**src/rtl/uart_rx.sv**
```systemverilog
// UART receiver: 16x oversampled serial input, DBIT data bits LSB-first, stop-bit check.
// Define UART_RX_PARITY_EN to add an even-parity bit after the data bits and a parity_err output.
module uart_rx #(
  parameter int DBIT    = 8,
  parameter int SB_TICK = 16
) (
  input  logic            clk,
  input  logic            reset_n,
  input  logic            s_tick,
  input  logic            rx,
  output logic [DBIT-1:0] rx_data,
  output logic            rx_done_tick,
  output logic            frame_err
`ifdef UART_RX_PARITY_EN
  ,
  output logic            parity_err
`endif
);

  typedef enum logic [2:0] {IDLE, START, DATA, PARITY, STOP} state_t;

  state_t          state_q, state_d;
  logic [5:0]      s_cnt_q, s_cnt_d;
  logic [3:0]      n_cnt_q, n_cnt_d;
  logic [DBIT-1:0] b_reg_q, b_reg_d;
  logic [DBIT-1:0] rx_data_q, rx_data_d;
  logic            done_q, done_d;
  logic            frame_err_q, frame_err_d;
  logic            rx_meta_q, rx_sync_q, rx_prev_q;
`ifdef UART_RX_PARITY_EN
  logic            par_pend_q, par_pend_d;
  logic            parity_err_q, parity_err_d;
`endif

  always_ff @(posedge clk) begin
    if (!reset_n) begin
      state_q     <= IDLE;
      s_cnt_q     <= '0;
      n_cnt_q     <= '0;
      b_reg_q     <= '0;
      rx_data_q   <= '0;
      done_q      <= 1'b0;
      frame_err_q <= 1'b0;
      rx_meta_q   <= 1'b1;
      rx_sync_q   <= 1'b1;
      rx_prev_q   <= 1'b1;
`ifdef UART_RX_PARITY_EN
      par_pend_q   <= 1'b0;
      parity_err_q <= 1'b0;
`endif
    end else begin
      state_q     <= state_d;
      s_cnt_q     <= s_cnt_d;
      n_cnt_q     <= n_cnt_d;
      b_reg_q     <= b_reg_d;
      rx_data_q   <= rx_data_d;
      done_q      <= done_d;
      frame_err_q <= frame_err_d;
      rx_meta_q   <= rx;
      rx_sync_q   <= rx_meta_q;
      rx_prev_q   <= rx_sync_q;
`ifdef UART_RX_PARITY_EN
      par_pend_q   <= par_pend_d;
      parity_err_q <= parity_err_d;
`endif
    end
  end

  always_comb begin
    state_d     = state_q;
    s_cnt_d     = s_cnt_q;
    n_cnt_d     = n_cnt_q;
    b_reg_d     = b_reg_q;
    rx_data_d   = rx_data_q;
    done_d      = 1'b0;
    frame_err_d = frame_err_q;
`ifdef UART_RX_PARITY_EN
    par_pend_d   = par_pend_q;
    parity_err_d = parity_err_q;
`endif
    case (state_q)
      IDLE: begin
        // Only a 1->0 transition starts a frame, so a line held low never re-triggers.
        if (rx_prev_q && !rx_sync_q) begin
          state_d = START;
          s_cnt_d = '0;
        end
      end
      START: begin
        if (s_tick) begin
          if (s_cnt_q == 6'd7) begin
            if (!rx_sync_q) begin
              state_d = DATA;
              s_cnt_d = '0;
              n_cnt_d = '0;
            end else begin
              state_d = IDLE;
            end
          end else begin
            s_cnt_d = s_cnt_q + 6'd1;
          end
        end
      end
      DATA: begin
        if (s_tick) begin
          if (s_cnt_q == 6'd15) begin
            b_reg_d = {rx_sync_q, b_reg_q[DBIT-1:1]};
            s_cnt_d = '0;
            if (n_cnt_q == 4'(DBIT-1)) begin
`ifdef UART_RX_PARITY_EN
              state_d = PARITY;
`else
              state_d = STOP;
`endif
            end else begin
              n_cnt_d = n_cnt_q + 4'd1;
            end
          end else begin
            s_cnt_d = s_cnt_q + 6'd1;
          end
        end
      end
`ifdef UART_RX_PARITY_EN
      PARITY: begin
        if (s_tick) begin
          if (s_cnt_q == 6'd15) begin
            par_pend_d = (^b_reg_q) ^ rx_sync_q;
            s_cnt_d    = '0;
            state_d    = STOP;
          end else begin
            s_cnt_d = s_cnt_q + 6'd1;
          end
        end
      end
`endif
      STOP: begin
        if (s_tick) begin
          if (s_cnt_q == 6'(SB_TICK-1)) begin
            rx_data_d   = b_reg_q;
            frame_err_d = ~rx_sync_q;
            done_d      = 1'b1;
            s_cnt_d     = '0;
            state_d     = IDLE;
`ifdef UART_RX_PARITY_EN
            parity_err_d = par_pend_q;
`endif
          end else begin
            s_cnt_d = s_cnt_q + 6'd1;
          end
        end
      end
      default: state_d = IDLE;
    endcase
  end

  assign rx_data      = rx_data_q;
  assign rx_done_tick = done_q;
  assign frame_err    = frame_err_q;
`ifdef UART_RX_PARITY_EN
  assign parity_err   = parity_err_q;
`endif

endmodule

```
**config.mk**
```make
export PLATFORM = sky130hd
export DESIGN_NAME = uart_rx
export DESIGN_NICKNAME = d
export VERILOG_FILES = /design/src/rtl/uart_rx.sv
export SDC_FILE = /design/constraint.sdc
export NUM_CORES = 1
export LEC_CHECK = 0
export ABC_AREA = 1
export CAP_MARGIN = 20
export CELL_PAD_IN_SITES_DETAIL_PLACEMENT = 0
export CELL_PAD_IN_SITES_GLOBAL_PLACEMENT = 1
export CORE_MARGIN = 2
export CORE_UTILIZATION = 41
export CTS_CLUSTER_SIZE = 40
export DETAILED_ROUTE_END_ITERATION = 10
export GPL_TIMING_DRIVEN = 0
export PLACE_DENSITY_LB_ADDON = 0.2
export SYNTH_ARGS = -nofsm -noshare
export SYNTH_HDL_FRONTEND = slang
export SYNTH_SLANG_ARGS = --single-unit
export TNS_END_PERCENT = 100
```
**constraint.sdc**
```tcl
create_clock -name clk -period 1.95 [get_ports clk]
set_clock_uncertainty 0.15 [all_clocks]
set_input_delay 0.4875 -clock clk [delete_from_list [all_inputs] [get_ports clk]]
set_output_delay 0.4875 -clock clk [all_outputs]
set_load 0.005 [all_outputs]
```
==> results of run 1 <==
## worst max-delay path: stages, from the launching register on
cell and delay, ns:
dfxtp_1 0.35, ha_1 0.18, nand2_1 0.12, nor2_4 0.14, nand2_2 0.11, inv_2 0.10
nand3_2 0.15, buf_6 0.19, o21ai_1 0.12, a21oi_1 0.05
## registers in the layout, summed over array words and instances, names as in the netlist
| signal | cells |
|---|---|
| b_reg_q | 8 |
| rx_data | 8 |
| s_cnt_q | 6 |
| n_cnt_q | 4 |
| state_q | 3 |
| frame_err | 1 |
| rx_done_tick | 1 |
| rx_meta_q | 1 |
| rx_prev_q | 1 |
| rx_sync_q | 1 |
## stage by stage
step	instances	setup TNS [ns]	util, %
floorplan	241	0	-
global placement	304	-0.482	47.5
detailed placement	304	-0.491	47.5
CTS	311	0	50.3
global route	311	0	50.3
finish	311	0	50.3
## cells by family (layout without fill, tap and decap cells)
group,Yosys count,count (layout),share of synthesized area (%)
AND/OR/NAND/NOR,117,117,34.8
buffers and inverters,46,66,11.1
AO/OA/AOI/OAI,41,41,12.6
flip-flops,34,34,39.5
adder cells (fa/ha/maj),2,2,1.45
XOR/XNOR,1,1,0.509
## worst paths after layout
path / start / to / slack [ns] / depth (start not counted)
max: s_cnt_q[1] / b_reg_q[6] / 0.18 / 9
max reg2reg: s_cnt_q[1] / b_reg_q[6] / 0.18 / 9
min: rx_meta_q / rx_sync_q / 0.28 / 1
min reg2reg: rx_meta_q / rx_sync_q / 0.28 / 1
## routing by layer
| layer | vias up | wire length [um] | GRT usage (%) |
|---|---|---|---|
| met5 | - | 0 | 0 |
| met4 | 0 | 56 | 6.62 |
| met3 | 6 | 105 | 4.87 |
| met2 | 17 | 1340 | 21.6 |
| met1 | 595 | 1840 | 22.5 |
| li1 | 794 | - | - |
## synth_stat cells, drive strengths merged
cell type	number	share of area, %
a21oi	22	7.0
buf	3	1.6
clkbuf	1	0.22
dfxtp	34	40
ha	2	1.5
inv	42	9.3
nand2	60	15
nand3	20	7.8
nand4	3	1.1
nor2	31	9.4
nor3	1	0.29
o21ai	19	5.5
or2	2	0.73
xor2	1	0.51
## power breakdown
| part | total [uW] | internal [uW] | switching, uW |
|---|---|---|---|
| registers | 845 | 765 | 80.1 |
| logic | 1170 | 400 | 769 |
| clock network | 664 | 409 | 255 |
| total | 2680 | 1570 | 1100 |
## area by class of cell
cell class	count	share of cell area (%)
buffer	4	1.54
inverter	42	7.90
sequential	34	33.6
tap	50	3.09
clock inverter	1	1.48
multi-input combinational	161	41.9
clock buffer	6	4.07
timing repair buffer	13	6.42
==> impl_results.md, run 1 <==
- Outcome: complete, no violations
- Root Driver: clkbuf_8
- Arr. time, crit path: about 1.8 ns
- Register area: 681 sq um
- Post-CTS sizing: 0
- Core area: between 4000 and 5000 sq um
- Syn Nets: roughly 250
- Sink Count: 34
- YS warnings: 0
- HPWL after DPL: about 2500 um
- Number of global-route vias before repair: around 1200
- Most common cell after layout, fill and taps aside: nand2_1
- DRT iter0 DRCs: 73
- PortBufs: 13
- Hold buffers post-CTS: 0
- GR Overflow Total: 0
- Clk slew on worst S/H paths: 0.07 ns
- Share of cells above drive strength 1: between 10% and 20%
- Global-route wire length before repair: 5410 um
- CTS Buf Count: 5
- Crit Path Category: flip-flop to flip-flop
- Hold Path Class: flip-flop to flip-flop
- Htree depth: 2
- Row cnt: 23
- Worst setup EP type: flip-flop
- Fill count: between 400 and 500
- TritonCTS clock tree: yes
- Antenna cells: 0
- Vias: 1412
- WHS: between 0.2 and 0.3 ns
- Routed length per instance: between 10 and 15 um
- Pwr Total: ~2700 uW
- RSZ-0062 raised after global routing: no
- Antenna violations before repair: 0
- Leakage power figure: approximately 0.00086 uW
- Max-Cap Viols: 0
- Mean post-synth cell area: a little over 7 sq um
- Dpl ws: -0.0548 ns
- Drt drc: 0
- Cells after Synth: roughly 240
- Overall routed net length: 3340 um
- Post-route minimum period: 1.77 ns
- Vias per cell: between 4 and 5
- Worst Max-Slew Pin Slew: between 0.3 and 0.4 ns
- Commonest non-fill, non-tap cells in the layout: nand2_1 (50), inv_1 (35), dfxtp_1 (34), nor2_1 (24), a21oi_1 (21)
- Placement Cell Area: 1910 sq um
- First-pass DRT Iterations: 4
- Final hold violations: 0
- Synth unique cells: 26
- GP Congestion: between 0.7 and 0.8
- Post-route cell area: 2030 sq um
- Setup WS post-layout: approximately 0.18 ns
- Worst path required time: 1.98 ns
- Starting Density: approximately 43%
- Worst-skew pair later-pin latency: 0.29 ns
- Crit path max fanout: 10
- Worst Setup Start Kind: flip-flop
- Relative slew margins: 78.5%
- Fin nets: between 200 and 300
- Largest net degree at the start of global routing: 11
- Sequential share of the synthesized area: 39.5%
- Period utilisation layout: 90.6%
- FMAX: roughly 570 MHz
- Top Ports: 14
- Slew Limit Fails: 0
- Overall routing resource usage: about 16%
- Pwr per Cell Area: 1320 nW/um^2
- DIE AREA: 4730 sq um
- Post-CTS Setup Inserts: 0
- Cell area after synthesis: between 1500 and 2000 sq um
- Die H: approximately 69 um
- Final ANT Viol Nets: 0
- VDD IR-drop max: ~0.5 mV
- Footprint of the multi-input gates: between 800 and 900 sq um
- Maximum root-to-sink buffer count: 2
- Flops & latches, synth: 34
- Synth-to-layout area growth: 17.7%
- Finish-stage setup viols: 0
- Horiz. Die Dim: between 60 and 70 um
(Power assumes the default switching activity.)
==> run 2: changes to the inputs <==
--- a/config.mk
+++ b/config.mk
@@ -6,12 +6,12 @@
 export NUM_CORES = 1
 export LEC_CHECK = 0
 export ABC_AREA = 1
+export ABC_CLOCK_PERIOD_IN_PS = 1950
 export CAP_MARGIN = 20
 export CELL_PAD_IN_SITES_DETAIL_PLACEMENT = 0
 export CELL_PAD_IN_SITES_GLOBAL_PLACEMENT = 1
 export CORE_MARGIN = 2
 export CORE_UTILIZATION = 41
-export CTS_CLUSTER_SIZE = 40
 export DETAILED_ROUTE_END_ITERATION = 10
 export GPL_TIMING_DRIVEN = 0
 export PLACE_DENSITY_LB_ADDON = 0.2
==> results of run 2 <==
Same layout as run 1: the final DEF is identical, and so are final timing and power.
==> run 3: changes to the inputs <==
--- a/config.mk
+++ b/config.mk
@@ -5,7 +5,6 @@
 export SDC_FILE = /design/constraint.sdc
 export NUM_CORES = 1
 export LEC_CHECK = 0
-export ABC_AREA = 1
 export ABC_CLOCK_PERIOD_IN_PS = 1950
 export CAP_MARGIN = 20
 export CELL_PAD_IN_SITES_DETAIL_PLACEMENT = 0
@@ -13,8 +12,8 @@
 export CORE_MARGIN = 2
 export CORE_UTILIZATION = 41
 export DETAILED_ROUTE_END_ITERATION = 10
-export GPL_TIMING_DRIVEN = 0
 export PLACE_DENSITY_LB_ADDON = 0.2
+export SLEW_MARGIN = 30
 export SYNTH_ARGS = -nofsm -noshare
 export SYNTH_HDL_FRONTEND = slang
 export SYNTH_SLANG_ARGS = --single-unit
==> impl_results.md, run 3 <==
- Reg-to-reg endpoint: state_q[0]
- WHS: 0.263 ns (-0.0218 ns)
- Most frequent cell after synthesis: nand2_1
- Wl on met1: 1570 um (-14%)
- Worst path required time: 1.99 ns (about the same)
- Most common cell after layout, fill and taps aside: nand2_1
- Sink Count: 34 (unchanged)
- Root Driver: clkbuf_8
- Hold_sp: rx_meta_q
- Finish-stage setup viols: 0 (unchanged)
- Relative slew margins: 74.1% (-4.4 points)
- Clk slew on worst S/H paths: 0.07 ns (about the same)
- Crit Path Category: flip-flop to flip-flop
- Synth async-reset ratio: 0% (unchanged)
- DRT iter0 DRCs: 71 (-2.7%)
- Leading area contributor after synthesis: dfxtp_1
- Pwr per Cell Area: 678 nW/um^2 (-49%)
- Mean post-synth cell area: 8.14 sq um (+14%)
- Met2 Routed Length: 1720 um (+28%)
- Horiz. Die Dim: 64.9 um (-5.6%)
- Commonest non-fill, non-tap cells in the layout: nand2_1 (46), dfxtp_1 (32), buf_4 (24), a21oi_1 (17), clkdlybuf4s50_1 (12)
- Sequential share of the synthesized area: 44.7% (+5.2 points)
- Worst setup startpoint: s_cnt_q[1]
- Setup WS post-layout: 0.00365 ns (-0.179 ns)
- Final hold violations: 0 (unchanged)
- Largest net degree at the start of global routing: 21 (+10)
- Drt drc: 0 (unchanged)
- Final ANT Viol Nets: 0 (unchanged)
- Htree depth: 2 (unchanged)
- Global-route wire length before repair: 5790 um (+7.0%)
- Area contributors post-synth: dfxtp_1 (45%), nand2_1 (11%), a21oi_1 (7.6%)
- Bufs and invs on worst path: 2 (unchanged)
- Worst setup EP type: flip-flop
- Slew Limit Fails: 0 (unchanged)
- Vias per cell: 5.32 (+17%)
- First-pass DRT Iterations: 4 (unchanged)
- Number of global-route vias before repair: 1364 (+18%)
- Commonest cells in the netlist: nand2_1 (46), dfxtp_1 (34), a21oi_1 (23)
- Starting Density: 42.2% (-0.51 points)
- Top Ports: 14 (unchanged)
- Post-route cell area: 2080 sq um (+2.7%)
- Synth unique cells: 42 (+62%)
- Fill count: 345 (-17%)
- Crit path max fanout: 5 (-5)
- Pwr Total: 1410 uW (-47%)
- Worst Setup EP: state_q[0]
- Share of cells above drive strength 1: 25.0% (+9.3 points)
- Antenna cells: 0 (unchanged)
- Placement Cell Area: 1890 sq um (-1.5%)
- Routed length per instance: 12.5 um (+16%)
- GP Congestion: 0.818 (+4.5%)
- PortBufs: 13 (unchanged)
- Final core utilization: 57.7% (+7.4 points)
- YS warnings: 0 (unchanged)
- Max-Cap Viols: 0 (unchanged)
- Dpl ws: -0.408 ns (-0.353 ns)
- Worst-skew pair later-pin latency: 0.28 ns (about the same)
- TritonCTS clock tree: yes
- Maximum root-to-sink buffer count: 2 (unchanged)
- Vias: 1467 (+3.9%)
- DIE AREA: 4220 sq um (-11%)
- FF-to-FF setup slack: 0.004 ns (-0.18 ns)
- GR Overflow Total: 0 (unchanged)
- Slowest CP cell: or3b_4
- Antenna violations before repair: 0 (unchanged)
- Hold buffers post-CTS: 0 (unchanged)
- Worst reg2reg path startpoint: s_cnt_q[1]
- Period utilisation layout: 99.8% (+9.2 points)
- Cell area after synthesis: 1520 sq um (-12%)
- Hold Path Class: flip-flop to flip-flop
- Row cnt: 22 (-4.3%)
- Delay-heaviest family, CP: simple AND/OR/NAND/NOR gates
- Flops & latches, synth: 34 (unchanged)
- Most frequent CP cell: buf_6
- Worst Max-Slew Pin Slew: 0.384 ns (+0.0622 ns)
- HPWL after DPL: 2470 um (+0.33%)
- Syn Nets: 193 (-22%)
- Core area: 3610 sq um (-10%)
- Die H: 64.9 um (-5.6%)
- Fin nets: 233 (-13%)
- Arr. time, crit path: 1.99 ns (+0.20 ns)
- Post-route minimum period: 1.95 ns (+0.179 ns)
- Synth-to-layout area growth: 36.7%
- FMAX: 514 MHz (-9.2%)
- Number of flops mapped to enable cells by yosys: 0 (unchanged)
- Highest routed layer: met4
- Worst reg2reg path depth: 8 (-1)
- Leakage power figure: 0.000752 uW (-12%)
- Worst path depth: 8 (-1)
- Overall routed net length: 3440 um (+3.0%)
- CP max stage delay: 0.39 ns (+0.04 ns)
- Top FF cell, synth: dfxtp_1
- RSZ-0062 raised after global routing: yes
- Cells after Synth: 187 (-22%)
- Overall routing resource usage: 17.9% (+2.1 points)
- Met3 wire length: 121 um (+15%)
- Worst Setup Start Kind: flip-flop
- CTS Buf Count: 5 (unchanged)
- Outcome: complete, no violations
- VDD IR-drop max: 0.561 mV (+12%)
- Synth top area share: 44.7% (+5.2 points)
- Critical path cell sequence: ha_4 > or3b_4 > nor3_4 > buf_6 > buf_6 > a211o_1 > a31oi_1 > nor4_1
## run 3: worst reg2reg max path, delay by kind of cell, from the launching register on
kind	cells	cell delay (ns)
buffers and inverters	2	0.24
adder cells (fa/ha/maj)	1	0.14
flip-flops	1	0.35
AND/OR/NAND/NOR	3	0.79
AO/OA/AOI/OAI	2	0.18
## run 3: stage by stage
step,TNS (ns),cells
after floorplan,-0.140,187
after global placement,-6.77,265
after CTS,-0.252,275
after global routing,-0.375,276
final,0,276
after detailed placement,-7.94,265
## run 3: worst min-delay path by stage
stage / endpoint / slack, ns / depth (start not counted)
2_1_floorplan: rx_sync_q / 0.24 / 1
3_3_place_gp: rx_sync_q / 0.24 / 1
3_5_place_dp: rx_sync_q / 0.25 / 1
4_1_cts: rx_sync_q / 0.27 / 1
5_1_grt: rx_sync_q / 0.30 / 1
6_report: rx_sync_q / 0.26 / 1
## run 3: layer usage
| layer | global-route usage (%) | up-vias |
|---|---|---|
| met3 | 5.56 | 4 |
| met1 | 20.3 | 704 |
| li1 | - | 737 |
| met2 | 30.0 | 22 |
| met5 | 0 | - |
| met4 | 9.31 | 0 |
## run 3: kinds of logic after synthesis
logic type               after synthesis  synth area share (%)
XOR/XNOR                               1                 0.575
AO/OA/AOI/OAI                         43                  18.0
AND/OR/NAND/NOR                       96                  31.6
flip-flops                            34                  44.7
buffers and inverters                 11                  3.53
adder cells (fa/ha/maj)                2                  1.64
## run 3: cell type report
class	count	area (sq um)	share of cell area, %
multi-input combinational	142	851	40.9
sequential	34	683	32.8
timing repair buffer	41	363	17.4
clock buffer	5	68.8	3.31
tap	48	60.1	2.88
clock inverter	3	45.0	2.16
inverter	3	11.3	0.541
## run 3: where the power goes
part | switching (uW) | internal, uW | leakage (uW) | total [uW]
sequential | 4.10 | 698 | 0.000275 | 702
combinational | 39.3 | 29.2 | 0.000426 | 68.5
clock | 261 | 380 | 0.0000504 | 641
total | 305 | 1110 | 0.000752 | 1410
## run 3: what timing repair did
action / CTS / global route
setup endpoints to repair: 20 / 28
pin swaps: 5 / 10
resized for setup: 3 / 13
setup buffers: 2 / 2
hold endpoints to repair: 0 / 0
